[config.mk]
export PLATFORM = sky130hd
export DESIGN_NAME = apb_master_ctrl
export DESIGN_NICKNAME = d
export VERILOG_FILES = /design/src/rtl/apb_master_ctrl.sv
export SDC_FILE = /design/constraint.sdc
export NUM_CORES = 1
export LEC_CHECK = 0
export CAP_MARGIN = 25
export CORE_MARGIN = 3
export CORE_UTILIZATION = 39
export CTS_CLUSTER_DIAMETER = 200
export DETAILED_ROUTE_END_ITERATION = 10
export PLACE_DENSITY = 0.75
export SYNTH_ARGS = -nofsm -noshare
export SYNTH_HDL_FRONTEND = slang
export SYNTH_SLANG_ARGS = --single-unit
[constraint.sdc]
create_clock -name pclk -period 1.7 [get_ports pclk]
set_input_delay 0.17 -clock pclk [delete_from_list [all_inputs] [get_ports pclk]]
set_output_delay 0.17 -clock pclk [all_outputs]
set_load 0.01 [all_outputs]
[src/rtl/apb_master_ctrl.sv]
// APB requester: takes one command at a time, runs SETUP/ACCESS with
// wait-state and timeout handling, and returns a response on a valid/ready port.
module apb_master_ctrl #(
  parameter int ADDR    = 10,
  parameter int DATA    = 8,
  parameter int RD_LAT  = 1,
  parameter int TIMEOUT = 16
) (
  input  logic            pclk,
  input  logic            preset_n,
  input  logic            cmd_valid,
  output logic            cmd_ready,
  input  logic            cmd_write,
  input  logic [ADDR-1:0] cmd_addr,
  input  logic [DATA-1:0] cmd_wdata,
  output logic            rsp_valid,
  input  logic            rsp_ready,
  output logic            rsp_write,
  output logic [DATA-1:0] rsp_rdata,
  output logic            rsp_timeout,
  output logic            psel,
  output logic            penable,
  output logic            pwrite,
  output logic [ADDR-1:0] paddr,
  output logic [DATA-1:0] pwdata,
  input  logic [DATA-1:0] prdata,
  input  logic            pready,
  output logic            busy
);

  typedef enum logic [2:0] {IDLE, SETUP, ACCESS, RDWAIT, RESP} state_t;

  // Counter is kept 1 bit wide when the timeout is disabled.
  localparam int WW = (TIMEOUT > 0) ? $clog2(TIMEOUT + 1) : 1;
  localparam logic [WW-1:0] WAIT_LAST = WW'((TIMEOUT > 0) ? TIMEOUT - 1 : 0);
  localparam logic [1:0]    LAT_LAST  = 2'((RD_LAT > 0) ? RD_LAT - 1 : 0);

  state_t        state, nxt;
  logic [WW-1:0] wait_cnt;
  logic [1:0]    lat_cnt;
  logic          load_cmd, cap_rd, abort, wait_inc, lat_inc;

  // State register
  always_ff @(posedge pclk or negedge preset_n) begin
    if (!preset_n) state <= IDLE;
    else           state <= nxt;
  end

  // Next-state and per-cycle control decisions
  always_comb begin
    nxt      = state;
    load_cmd = 1'b0;
    cap_rd   = 1'b0;
    abort    = 1'b0;
    wait_inc = 1'b0;
    lat_inc  = 1'b0;
    case (state)
      IDLE: begin
        if (cmd_valid) begin
          load_cmd = 1'b1;
          nxt      = SETUP;
        end
      end
      SETUP: nxt = ACCESS;
      ACCESS: begin
        if (pready) begin
          if (pwrite)          nxt = RESP;
          else if (RD_LAT > 0) nxt = RDWAIT;
          else begin
            cap_rd = 1'b1;
            nxt    = RESP;
          end
        end else if (TIMEOUT > 0 && wait_cnt == WAIT_LAST) begin
          abort = 1'b1;
          nxt   = RESP;
        end else begin
          wait_inc = (TIMEOUT > 0);
        end
      end
      RDWAIT: begin
        if (lat_cnt == LAT_LAST) begin
          cap_rd = 1'b1;
          nxt    = RESP;
        end else begin
          lat_inc = 1'b1;
        end
      end
      RESP:    if (rsp_ready) nxt = IDLE;
      default: nxt = IDLE;
    endcase
  end

  // Wait-state and read-latency counters, cleared on entry to their state
  always_ff @(posedge pclk or negedge preset_n) begin
    if (!preset_n) begin
      wait_cnt <= '0;
      lat_cnt  <= '0;
    end else begin
      if (state == SETUP)  wait_cnt <= '0;
      else if (wait_inc)   wait_cnt <= wait_cnt + 1'b1;
      if (state == ACCESS) lat_cnt <= '0;
      else if (lat_inc)    lat_cnt <= lat_cnt + 1'b1;
    end
  end

  // Command registers drive the APB bus; response fields load on entry to RESP
  always_ff @(posedge pclk or negedge preset_n) begin
    if (!preset_n) begin
      pwrite      <= 1'b0;
      paddr       <= '0;
      pwdata      <= '0;
      rsp_write   <= 1'b0;
      rsp_rdata   <= '0;
      rsp_timeout <= 1'b0;
    end else begin
      if (load_cmd) begin
        pwrite <= cmd_write;
        paddr  <= cmd_addr;
        pwdata <= cmd_wdata;
      end
      if (nxt == RESP && state != RESP) begin
        rsp_write   <= pwrite;
        rsp_timeout <= abort;
        rsp_rdata   <= cap_rd ? prdata : '0;
      end
    end
  end

  // Handshake and bus-phase outputs decode straight from state
  always_comb begin
    cmd_ready = (state == IDLE);
    busy      = (state != IDLE);
    psel      = (state == SETUP) || (state == ACCESS);
    penable   = (state == ACCESS);
    rsp_valid = (state == RESP);
  end

endmodule

==> results.txt, run 1 <==
The share of synthesized area in the top cell type comes to 56.56%. After detailed routing, the average wire length per cell comes to 15.84 um. The number of antenna violations at the first check in global routing is 0. After synthesis, flip-flops and latches occupy 56.56% of the total area.

The total negative setup slack is -0.03705 ns. The number of warnings reported in the yosys synthesis log is 0. The floorplan die width is 72.52 um. The peak per-stage delay on the critical path is 0.39 ns. The endpoint kind of the worst setup timing path is a register. The total count of max-transition violations in the final report is 0.

The overall die height is 72.52 um. The number of filler instances in the final layout is 326. The number of global-route vias before repair is 1544. The core area is 0.004144 mm2. In this run the core area contains 23 standard-cell rows. The worst IR drop on VDD is 0.9820 mV. The die area came out at 0.005258 mm2.

The setup slack of the most critical reg-to-reg path came out at -0.04 ns. On the final layout, the worst hold slack is 0.4410 ns. In this run the tool buffered the top-level ports with 65 buffer cells. The worst setup path is launched from a register. The transition time at the pin with the least slew margin came out at 0.6122 ns. TritonCTS built the clock tree. For this configuration, the core starts out at a cell density of 41.64%. The worst-case headroom to the max-slew limit came out at 59.03%. The deepest clock path buffer count is 2. The worst path arrival time came out at 1.90 ns.

The library cell contributing the largest single delay on the critical path is sky130_fd_sc_hd__dfrtp_1. The number of nets at the end of the flow came out at 264. The checks that failed: negative setup slack.

The power per cell area came out at 1678 mW/mm2. The cell family contributing the most delay on the critical path is simple AND/OR/NAND/NOR gates. The maximum clock rate came out at 575.7 MHz. The cell area after synthesis is 0.001725 mm2.

The area added between synthesis and finish is 57.00%. For this run, global-route usage on met1 was measured as 20.45%. The mean number of vias per cell is 5.039. The total area of sequential cells came out at 975.9 um2.

Cells with a size suffix above 1 make up 27.39% of the layout. The number of clock buffers added by TritonCTS is 5. After synthesis, the share of flip-flops with an asynchronous set or reset is 100.0%. Ranked by total cell area, the synthesized netlist is headed by sky130_fd_sc_hd__dfrtp_1 57%, sky130_fd_sc_hd__mux2_2 12%, sky130_fd_sc_hd__o2bb2ai_1 4.1%.

Setup repair after global routing could not meet its margin everywhere. The boundary pin count is 66. Across all setup checks in the final design, the least slack found is -0.03705 ns. In the final layout, the multi-input gates occupy 726.9 um2. Along the worst path, the maximum fanout reaches 5. The count of state elements after synthesis came out at 39. The number of standard cells after synthesis came out at 143. The root buffer cell chosen for the clock tree is sky130_fd_sc_hd__clkbuf_8. The total number of clock tree sinks is 39. The run finished, with violations left.

The number of vias after detailed routing is 1411. The critical path is of the register to register type. Counting instances in the post-synthesis netlist gives the leading cell types as 39 x sky130_fd_sc_hd__dfrtp_1, 19 x sky130_fd_sc_hd__mux2_2, 15 x sky130_fd_sc_hd__nand2_1. The global-route usage over all layers is 17.29%. The met2 routing resource usage after global routing is 29.63%. The sum of net half-perimeters after detailed placement came out at 3.244 mm. The overall routed net length is 4.434 mm. The congestion estimate from routability-driven global placement came to 0.8558.

The final critical path time including I/O delays and setup is 1.737 ns. The signal on the critical path passes through ha_2, and3_4, ha_4, or3b_4, o211ai_1, o41ai_1. The total leakage power came out at 1.187 nW. The clock edge transition at the registers on the reported setup and hold paths came out at 0.08 ns.

The post-layout utilization of the core is 65.37%. The detailed router finished its first iteration with 54 violations. Each instance of the synthesized netlist takes up on average 12.07 um2. The maximum level of the CTS H-tree came out at 2.

For this run, design rule violations remaining after detail routing come to 0. The met3 usage in global routing came out at 6.510%. After global routing, the most crowded layer is met2. The worst path uses 102.2% of the clock period. In the synthesized netlist the dominant register cell turns out to be sky130_fd_sc_hd__dfrtp_1. The maximum number of pins on one net before global-route repair came out at 40. The total grt overflow came out at 0. The distinct cell type count of the synthesized netlist came out at 35. The number of enable flip-flop cells after synthesis came out at 0. The number of buffers and inverters on the critical path is 0. Before antenna repair, the detailed router went through 4 iterations. The final worst clock skew is 0.005470 ns. The global-route wire length before repair came out at 7.038 mm. The number of max-capacitance violations reported is 0. Setup violations remaining at the end of the flow were counted as 1. The total inserted antenna cells is 0. The final number of hold-violating endpoints was 0. The antenna violation net count after detailed routing came out at 0. The required arrival time at the worst endpoint came out at 1.87 ns. The post-synth net total came out at 178.

Of all cell types, the one taking the most synthesized area is sky130_fd_sc_hd__dfrtp_1. At the later pin of the worst-skew pair, clock insertion delay measures 0.29 ns. The most common cell in the synthesized netlist is sky130_fd_sc_hd__dfrtp_1. The worst hold path belongs to the class input port to register.
[per-layer routing]
| metal | routed length, um | vias to the layer above |
|---|---|---|
| met3 | 261 | 5 |
| li1 | - | 671 |
| met1 | 1790 | 694 |
| met5 | 0 | - |
| met4 | 42 | 0 |
| met2 | 2339 | 41 |
[metrics by stage]
stage	setup slack, ns	area (um2)	power (W)	cells
finish	-0.03705	2709	0.004546	280
global route	-0.07874	2709	0.004831	280
CTS	-0.002568	2651	0.004489	275
detailed placement	-0.1669	2502	0.003824	263
global placement	-0.009118	2502	0.003735	263
floorplan	0.005332	1738	0.002585	143
[cell families after synthesis]
logic type,after synthesis,synth area share [%]
flip-flops,39,56.56
AND/OR/NAND/NOR,35,11.02
AO/OA/AOI/OAI,24,10.08
multiplexers,24,15.30
XOR/XNOR,1,0.5077
adder cells (fa/ha/maj),3,2.176
buffers and inverters,17,4.350
[placed cells by master, fill, tap and decap left out, types with 2 or more instances in the layout]
master                            instances
sky130_fd_sc_hd__clkdlybuf4s50_1         59
sky130_fd_sc_hd__dfrtp_1                 39
sky130_fd_sc_hd__mux2_2                  19
sky130_fd_sc_hd__buf_4                   18
sky130_fd_sc_hd__nand2_1                 15
sky130_fd_sc_hd__inv_1                    8
sky130_fd_sc_hd__o2bb2ai_1                8
sky130_fd_sc_hd__mux2i_1                  5
sky130_fd_sc_hd__clkbuf_8                 5
sky130_fd_sc_hd__nor2_1                   4
sky130_fd_sc_hd__dlygate4sd2_1            4
sky130_fd_sc_hd__a21oi_1                  3
sky130_fd_sc_hd__o21ai_0                  3
sky130_fd_sc_hd__buf_6                    3
sky130_fd_sc_hd__or3b_4                   2
sky130_fd_sc_hd__o211ai_1                 2
sky130_fd_sc_hd__nand3_1                  2
sky130_fd_sc_hd__clkinvlp_4               2
[worst paths after layout]
kind,endpoint,cells after the start,startpoint
worst min register to register,pwdata[1]$_DFFE_PN0P_,1,pwdata[1]$_DFFE_PN0P_
min in group asynchronous,pwdata[6]$_DFFE_PN0P_,3,preset_n
worst max register to register,wait_cnt[2]$_DFFE_PN0P_,6,wait_cnt[0]$_DFFE_PN0P_
max in group asynchronous,rsp_rdata[7]$_DFFE_PN0P_,3,preset_n
worst max-delay path,wait_cnt[2]$_DFFE_PN0P_,6,wait_cnt[0]$_DFFE_PN0P_
worst min-delay path,rsp_rdata[2]$_DFFE_PN0P_,2,prdata[2]
[layout make-up]
cell class	count	area share [%]
Clock buffer	5	2.540
Clock inverter	3	0.7390
Inverter	9	1.247
Multi-Input combinational cell	87	26.84
Sequential cell	39	36.03
Tap cell	50	2.309
Timing Repair Buffer	87	30.30
[repair_timing]
item                                    4_1_cts  5_1_grt
gates resized for setup                      14        6
hold endpoints to repair                     39        0
setup buffers                                 3        6
hold buffers                                  1        0
endpoints found under the setup margin       18       16
pin swaps                                     6        2
[worst reg2reg max path, delay by kind of cell, from the launching register on]
family	cells	cell delay, ns
fa+ha+maj	2	0.36
simple gates	2	0.56
compound gates	2	0.31
flops	1	0.39
[power breakdown]
| group | total (W) | switching [W] | internal (W) |
|---|---|---|---|
| combinational | 0.00239 | 0.000994 | 0.00140 |
| clock | 0.000619 | 0.000334 | 0.000285 |
| sequential | 0.00153 | 0.000222 | 0.00131 |
[flip-flops by register name, indices dropped and copies added (netlist names), 2 cells and up]
name       flops
lat_cnt        2
paddr         10
pwdata         8
rsp_rdata      8
state          3
wait_cnt       5
(Power assumes the default switching activity.)
==> inputs of run 2 (changes only) <==
CORE_ASPECT_RATIO = 1.75   (was default)
CORE_MARGIN = 1   (was 3)
==> results.txt, run 2 (same netlist as run 1, synthesis figures left out) <==
The number of remaining DRC errors is 0. Counting tap cells, the placed design contains a total of 262 instances. The total count of max-transition violations in the final report came out at 0. The peak fanout along the critical path came out at 5. Timing would allow up to 590.3 MHz.

The number of CTS-inserted buffers came out at 5. STA classifies the critical path startpoint as a register. The length of the first detailed-routing pass in iterations is 4. Leaving out fill and tap cells, the most frequent cell in the layout is sky130_fd_sc_hd__clkdlybuf4s50_1. The global-route usage over all layers came out at 19.05%. The average wire per standard cell is 15.07 um. The area added between synthesis and finish came out at 53.81%.

The proportion of power drawn by flip-flops and latches came out at 34.8%. The number of antenna violations at the first check in global routing is 0. The total leakage power came out at 1.163 nW. In this run the worst hold path is classified as input port to register. The run finished with clean final reports. The initial core utilization is 41.19%. The total number of placement rows is 31. The placer congestion estimate came out at 0.7720.

In this run switching power makes up 33.27% of total power. The number of DRC markers after the initial detailed-route iteration came out at 27. Setup repair after global routing could not meet its margin everywhere. The maximum number of pins on one net before global-route repair came out at 40. After layout, the worst path uses 99.64% of the clock period.

The number of vias after detailed routing came out at 1414. The internal power component came out at 0.002931 W. The transition time at the pin with the least slew margin is 0.4977 ns. Among all stages on the critical path, the largest delay is contributed by sky130_fd_sc_hd__dfrtp_1. The number of failing setup endpoints in the final timing report is 0. The overall die height came out at 89.99 um.

The library cells used most frequently in the layout, excluding fill and tap cells, are 59 x sky130_fd_sc_hd__clkdlybuf4s50_1, 39 x sky130_fd_sc_hd__dfrtp_1, 19 x sky130_fd_sc_hd__mux2_2. TritonCTS built the clock tree. The worst setup path is captured at a register.

The worst-case headroom to the max-slew limit came out at 66.82%. The number of max-capacitance violations reported came out at 0. The final critical path time including I/O delays and setup is 1.694 ns.

The number of buffers and inverters on the critical path is 0. The cell family contributing the most delay on the critical path is simple AND/OR/NAND/NOR gates. The net count of the finished layout is 259. Traced cell by cell, the critical path runs through ha_2, and3_4, ha_4, or3b_4, o211ai_1, o41ai_1.

The largest registers in the layout are paddr (10), pwdata (8), rsp_rdata (8). The number of global-route vias before repair was 1455. The floorplan step set the die width to 52.28 um.

The clock network power share came out at 13.2%. The final worst clock skew came out at 0.003079 ns. Data on the critical path arrives at its endpoint at 1.85 ns. The floorplan step defined a die boundary enclosing 0.004705 mm2.

The clock edge transition at the registers on the reported setup and hold paths is 0.07 ns. The worst IR drop on VDD came out at 1.029 mV. The power per cell area came out at 1655 mW/mm2. The library cell used as clock root buffer is sky130_fd_sc_hd__clkbuf_8.

The finished layout holds 274 standard cells, fillers aside. The required arrival time at the worst endpoint is 1.86 ns. The smallest hold slack came out at 0.4515 ns.

The core region is 0.004189 mm2. The deepest clock path buffer count is 2. The net switching component of the power is 0.001461 W. The total inserted antenna cells is 0.

The final number of hold-violating endpoints came out at 0. The overall routed net length is 4.128 mm. The boundary pin count is 66. The critical path in this run is classified as register to register. The share of final-layout standard cells stronger than drive strength 1 is 23.11%. The flip-flop count of the largest register after layout is 10. After global routing the overflow that remains totals 0. The first global-routing pass estimated 6.624 mm of wire. The fraction of power consumed by combinational cells came out at 52.0%.

The clock insertion delay at the later pin of the skew report came out at 0.28 ns. Input and output buffers added on the ports amount to 65. In this run the remaining antenna-violating nets after routing total 0. The top register by number of flip-flops is paddr. The mean number of vias per cell came out at 5.161. The peak per-stage delay on the critical path came out at 0.40 ns. The post-layout utilization of the core is 63.35%. The sum of net half-perimeters after detailed placement is 3.186 mm. The H-tree was split into 2 levels. The total number of clock tree sinks is 39.
==> run 2: cell type report <==
type                            count  area (um2)
Clock buffer                        7       76.32
Inverter                            9       33.78
Clock inverter                      1       5.005
Fill cell                         365        1535
Sequential cell                    39       975.9
Tap cell                           49       61.31
Multi-Input combinational cell     87       718.2
Timing Repair Buffer               82       783.3
==> run 2: per-stage QoR <==
stage	setup slack, ns	cell area [um2]	total power [W]	TNS [ns]
after detailed placement	-0.1757	2514	0.003835	-1.453
after global placement	-0.0007960	2514	0.003726	-0.001688
after CTS	0.004992	2646	0.004428	0
after global routing	-0.09746	2654	0.004672	-0.1663
after floorplan	0.005332	1738	0.002585	0
final	0.006061	2654	0.004392	0
==> run 2: final timing paths <==
check,startpoint,end,slack [ns],cells after the start
worst min-delay path,prdata[3],rsp_rdata[3]$_DFFE_PN0P_,0.45,2
worst max register to register,wait_cnt[0]$_DFFE_PN0P_,wait_cnt[2]$_DFFE_PN0P_,0.006,6
worst max-delay path,wait_cnt[0]$_DFFE_PN0P_,wait_cnt[2]$_DFFE_PN0P_,0.006,6
min in group asynchronous,preset_n,wait_cnt[3]$_DFFE_PN0P_,0.47,3
worst min register to register,wait_cnt[3]$_DFFE_PN0P_,wait_cnt[3]$_DFFE_PN0P_,0.48,1
max in group asynchronous,preset_n,rsp_rdata[4]$_DFFE_PN0P_,0.88,3
==> run 2: power by group through the flow <==
stage | sequential (W) | clock (W) | combinational (W)
floorplan | 0.00167 | 0 | 0.000912
global placement | 0.00152 | 0 | 0.00221
detailed placement | 0.00155 | 0 | 0.00229
CTS | 0.00153 | 0.000603 | 0.00229
global route | 0.00158 | 0.000639 | 0.00245
finish | 0.00153 | 0.000580 | 0.00228
==> run 2: metal layers <==
metal	track usage [%]	share of wire, %
met2	36.60	59
met5	0	0
met4	7.895	1.6
met3	3.892	3.7
met1	17.82	36
==> run 2: what timing repair did <==
action                                 4_1_cts  5_1_grt
gates resized for setup                     11        2
endpoints found under the hold margin       39        0
setup buffers                                3        0
hold buffers                                 1        0
pin swaps                                    6        1
setup endpoints to repair                   19        8
==> inputs of run 3 (changes only) <==
CORE_UTILIZATION = 55   (was 39)
DONT_BUFFER_PORTS = 1   (was default)
PLACE_DENSITY = 0.73   (was 0.75)
==> results.txt, run 3 (same netlist as run 1, synthesis figures left out) <==
For this block, the via count after detailed routing is 1172. The number of nets at the end of the flow came out at 196. STA classifies the critical path endpoint as a register. The logic depth of the worst path, buffers included came out at 6. The number of max-capacitance violations reported is 0. The first global-routing pass estimated 5.492 mm of wire. The placer congestion estimate came out at 0.8293.

Traced cell by cell, the critical path runs through ha_2, and3_4, ha_4, or3b_4, o211ai_1, o41ai_2. The internal power component came out at 0.002284 W. Among cell families on the critical path, the largest total delay comes from simple AND/OR/NAND/NOR gates. Headroom to the max-slew limit came out at 66.12%. For this block, the routed nets add up to 3.409 mm of wire. The smallest clock period supported by the final layout is computed as 1.749 ns.

Setup repair after global routing could not meet its margin everywhere. The analysis attributes to cell leakage a power of 0.9192 nW. The number of antenna violations at the first check in global routing is 0. The number of failing setup endpoints in the final timing report is 1. The power per cell area is 1760 mW/mm2. The final number of hold-violating endpoints is 0. The total area of sequential cells is 975.9 um2.

The register with the most flip-flops in the layout has 10 of them. The required arrival time at the worst endpoint is 1.86 ns. The post-route netlist has 29.81% of its cells at a drive strength greater than 1. The CTS tree is built.

Buffers inserted during clock tree synthesis total 5. Once the clock tree was built, the setup fixing pass inserted 0 buffers. The maximum clock rate is 571.8 MHz. The total grt overflow came out at 0. The die covers 0.003374 mm2.

The number of filler instances in the final layout is 222. The analysis attributes to net switching a power of 0.001320 W. The H-tree was split into 2 levels. On the worst path, the slowest cell contributes a delay of 0.39 ns.

In this run the worst hold path is classified as input port to register. The total count of max-transition violations in the final report is 0. Counting flops per register, the top entry is paddr. The final reports fail on negative setup slack.

The worst path arrival time came out at 1.91 ns. The fraction of power consumed by combinational cells came out at 34.7%. At the later pin of the worst-skew pair, clock insertion delay measures 0.29 ns.

The final worst clock skew is 0.004757 ns. The power consumption came out at 0.003603 W. Together, buffers and inverters on the worst path number 0. The worst hold path depth came out at 1. The length of the first detailed-routing pass in iterations is 4. Clock-pin slew was measured on the worst setup and hold paths at 0.07 ns. The transition time at the pin with the least slew margin came out at 0.5064 ns. In the final layout, the registers with the most flip-flops are paddr (10), pwdata (8), rsp_rdata (8). The global-route usage over all layers came out at 22.21%.

For this run, design rule violations remaining after detail routing come to 0. The cell sitting at the root of the clock tree is a sky130_fd_sc_hd__clkbuf_8. The fraction of the cycle the final worst path needs is 102.9%. The instance area at placement is 0.001844 mm2.

Among all stages on the critical path, the largest delay is contributed by sky130_fd_sc_hd__dfrtp_1. In the final routed layout, each cell accounts on average for 16.79 um. After the first detailed-routing iteration, the DRC count stood at 17. Leaving out fill and tap cells, the most frequent cells in the layout are 39 x sky130_fd_sc_hd__dfrtp_1, 19 x sky130_fd_sc_hd__mux2_2, 15 x sky130_fd_sc_hd__nand2_1. The clock network power share came out at 17.1%. In this run, flip-flops and latches consume 48.2% of the power. The maximum number of pins on one net before global-route repair is 40.

The area added between synthesis and finish came out at 18.64%. The number of antenna diodes in the final layout is 0. The worst setup path is launched from a register. The leading cell type in the layout, fill and taps excluded is sky130_fd_sc_hd__dfrtp_1.

The fraction of power spent switching nets is 36.62%. Buffers placed on the I/O ports in this run total 0. The overall die height is 76.10 um.

The slack of the critical path came out at -0.04892 ns. The worst IR drop on VDD is 1.050 mV. The final instance area came out at 0.002047 mm2. The core region is 0.002960 mm2. The boundary pin count came out at 66. The total number of clock tree sinks is 39. The sum of net half-perimeters after detailed placement came out at 2.420 mm. The deepest clock path buffer count is 2. The depth of the most critical reg-to-reg path came out at 6. Along the worst path, the maximum fanout reaches 5. The number of global-route vias before repair was 1252.

The area of the multi-input gates came out at 711.9 um2. The critical path is of the register to register type. In this run the core area contains 26 standard-cell rows. Once the floorplan was initialized, standard cells occupied 58.28% of the core. In this run the remaining antenna-violating nets after routing total 0. The flow ran to the end, but the final reports show violations.

The floorplan die width came out at 44.34 um. Dividing the detail-routed via count by the number of cells gives 5.773.
run 3: timing repair:
item                                    in CTS  in global routing
hold buffers                                 6                  2
pin swaps                                    4                  1
endpoints found under the setup margin      12                 14
hold endpoints to repair                    43                  2
gates resized for setup                      4                  1
run 3: final timing paths:
kind	start	to	slack, ns
max in group asynchronous	preset_n	paddr[6]$_DFFE_PN0P_	1.18
worst max-delay path	wait_cnt[0]$_DFFE_PN0P_	wait_cnt[2]$_DFFE_PN0P_	-0.05
worst min-delay path	prdata[1]	rsp_rdata[1]$_DFFE_PN0P_	0.01
min in group asynchronous	preset_n	rsp_timeout$_DFFE_PN0P_	0.33
worst min register to register	wait_cnt[3]$_DFFE_PN0P_	wait_cnt[3]$_DFFE_PN0P_	0.49
worst max register to register	wait_cnt[0]$_DFFE_PN0P_	wait_cnt[2]$_DFFE_PN0P_	-0.05
run 3: worst reg2reg max path: stages, from the launching register on:
cell and delay, ns:
sky130_fd_sc_hd__dfrtp_1 0.39, sky130_fd_sc_hd__ha_2 0.19, sky130_fd_sc_hd__and3_4 0.18, sky130_fd_sc_hd__ha_4 0.17, sky130_fd_sc_hd__or3b_4 0.37, sky130_fd_sc_hd__o211ai_1 0.20, sky130_fd_sc_hd__o41ai_2 0.11
run 3: cell type report:
type | count | area share [%]
clock buffers | 6 | 4.034
clock inverters | 1 | 0.2445
multi-input cells | 87 | 34.78
inverters | 9 | 1.650
repair buffers | 19 | 9.046
well taps | 42 | 2.567
flip-flops and latches | 39 | 47.68
run 3: routing by layer:
layer | vias up | global-route usage, % | routed length (um)
li1 | 535 | - | -
met1 | 567 | 23.38 | 1208
met2 | 65 | 36.62 | 1825
met3 | 5 | 8.768 | 312
met4 | 0 | 11.21 | 63
met5 | - | 0 | 0
run 3: power by group through the flow:
stage	logic [W]	registers, W	clock network, W
final	0.00125	0.00174	0.000617
after global routing	0.00138	0.00178	0.000672
after CTS	0.00126	0.00174	0.000634
after detailed placement	0.00121	0.00175	0
after global placement	0.00115	0.00174	0
after floorplan	0.000912	0.00167	0
run 3: per-stage QoR:
step	hold WS, ns	setup TNS, ns	std cells	utilization [%]	setup slack, ns
final	0.01446	-0.04892	203	69.15	-0.04892
after global placement	-0.1249	-0.1743	188	62.30	-0.02040
after CTS	0.0005031	-0.05736	201	68.47	-0.04190
after global routing	0.003103	-0.5037	203	69.15	-0.1101
after detailed placement	-0.1248	-1.495	188	62.30	-0.1751
after floorplan	-0.1256	0	143	-	0.005332
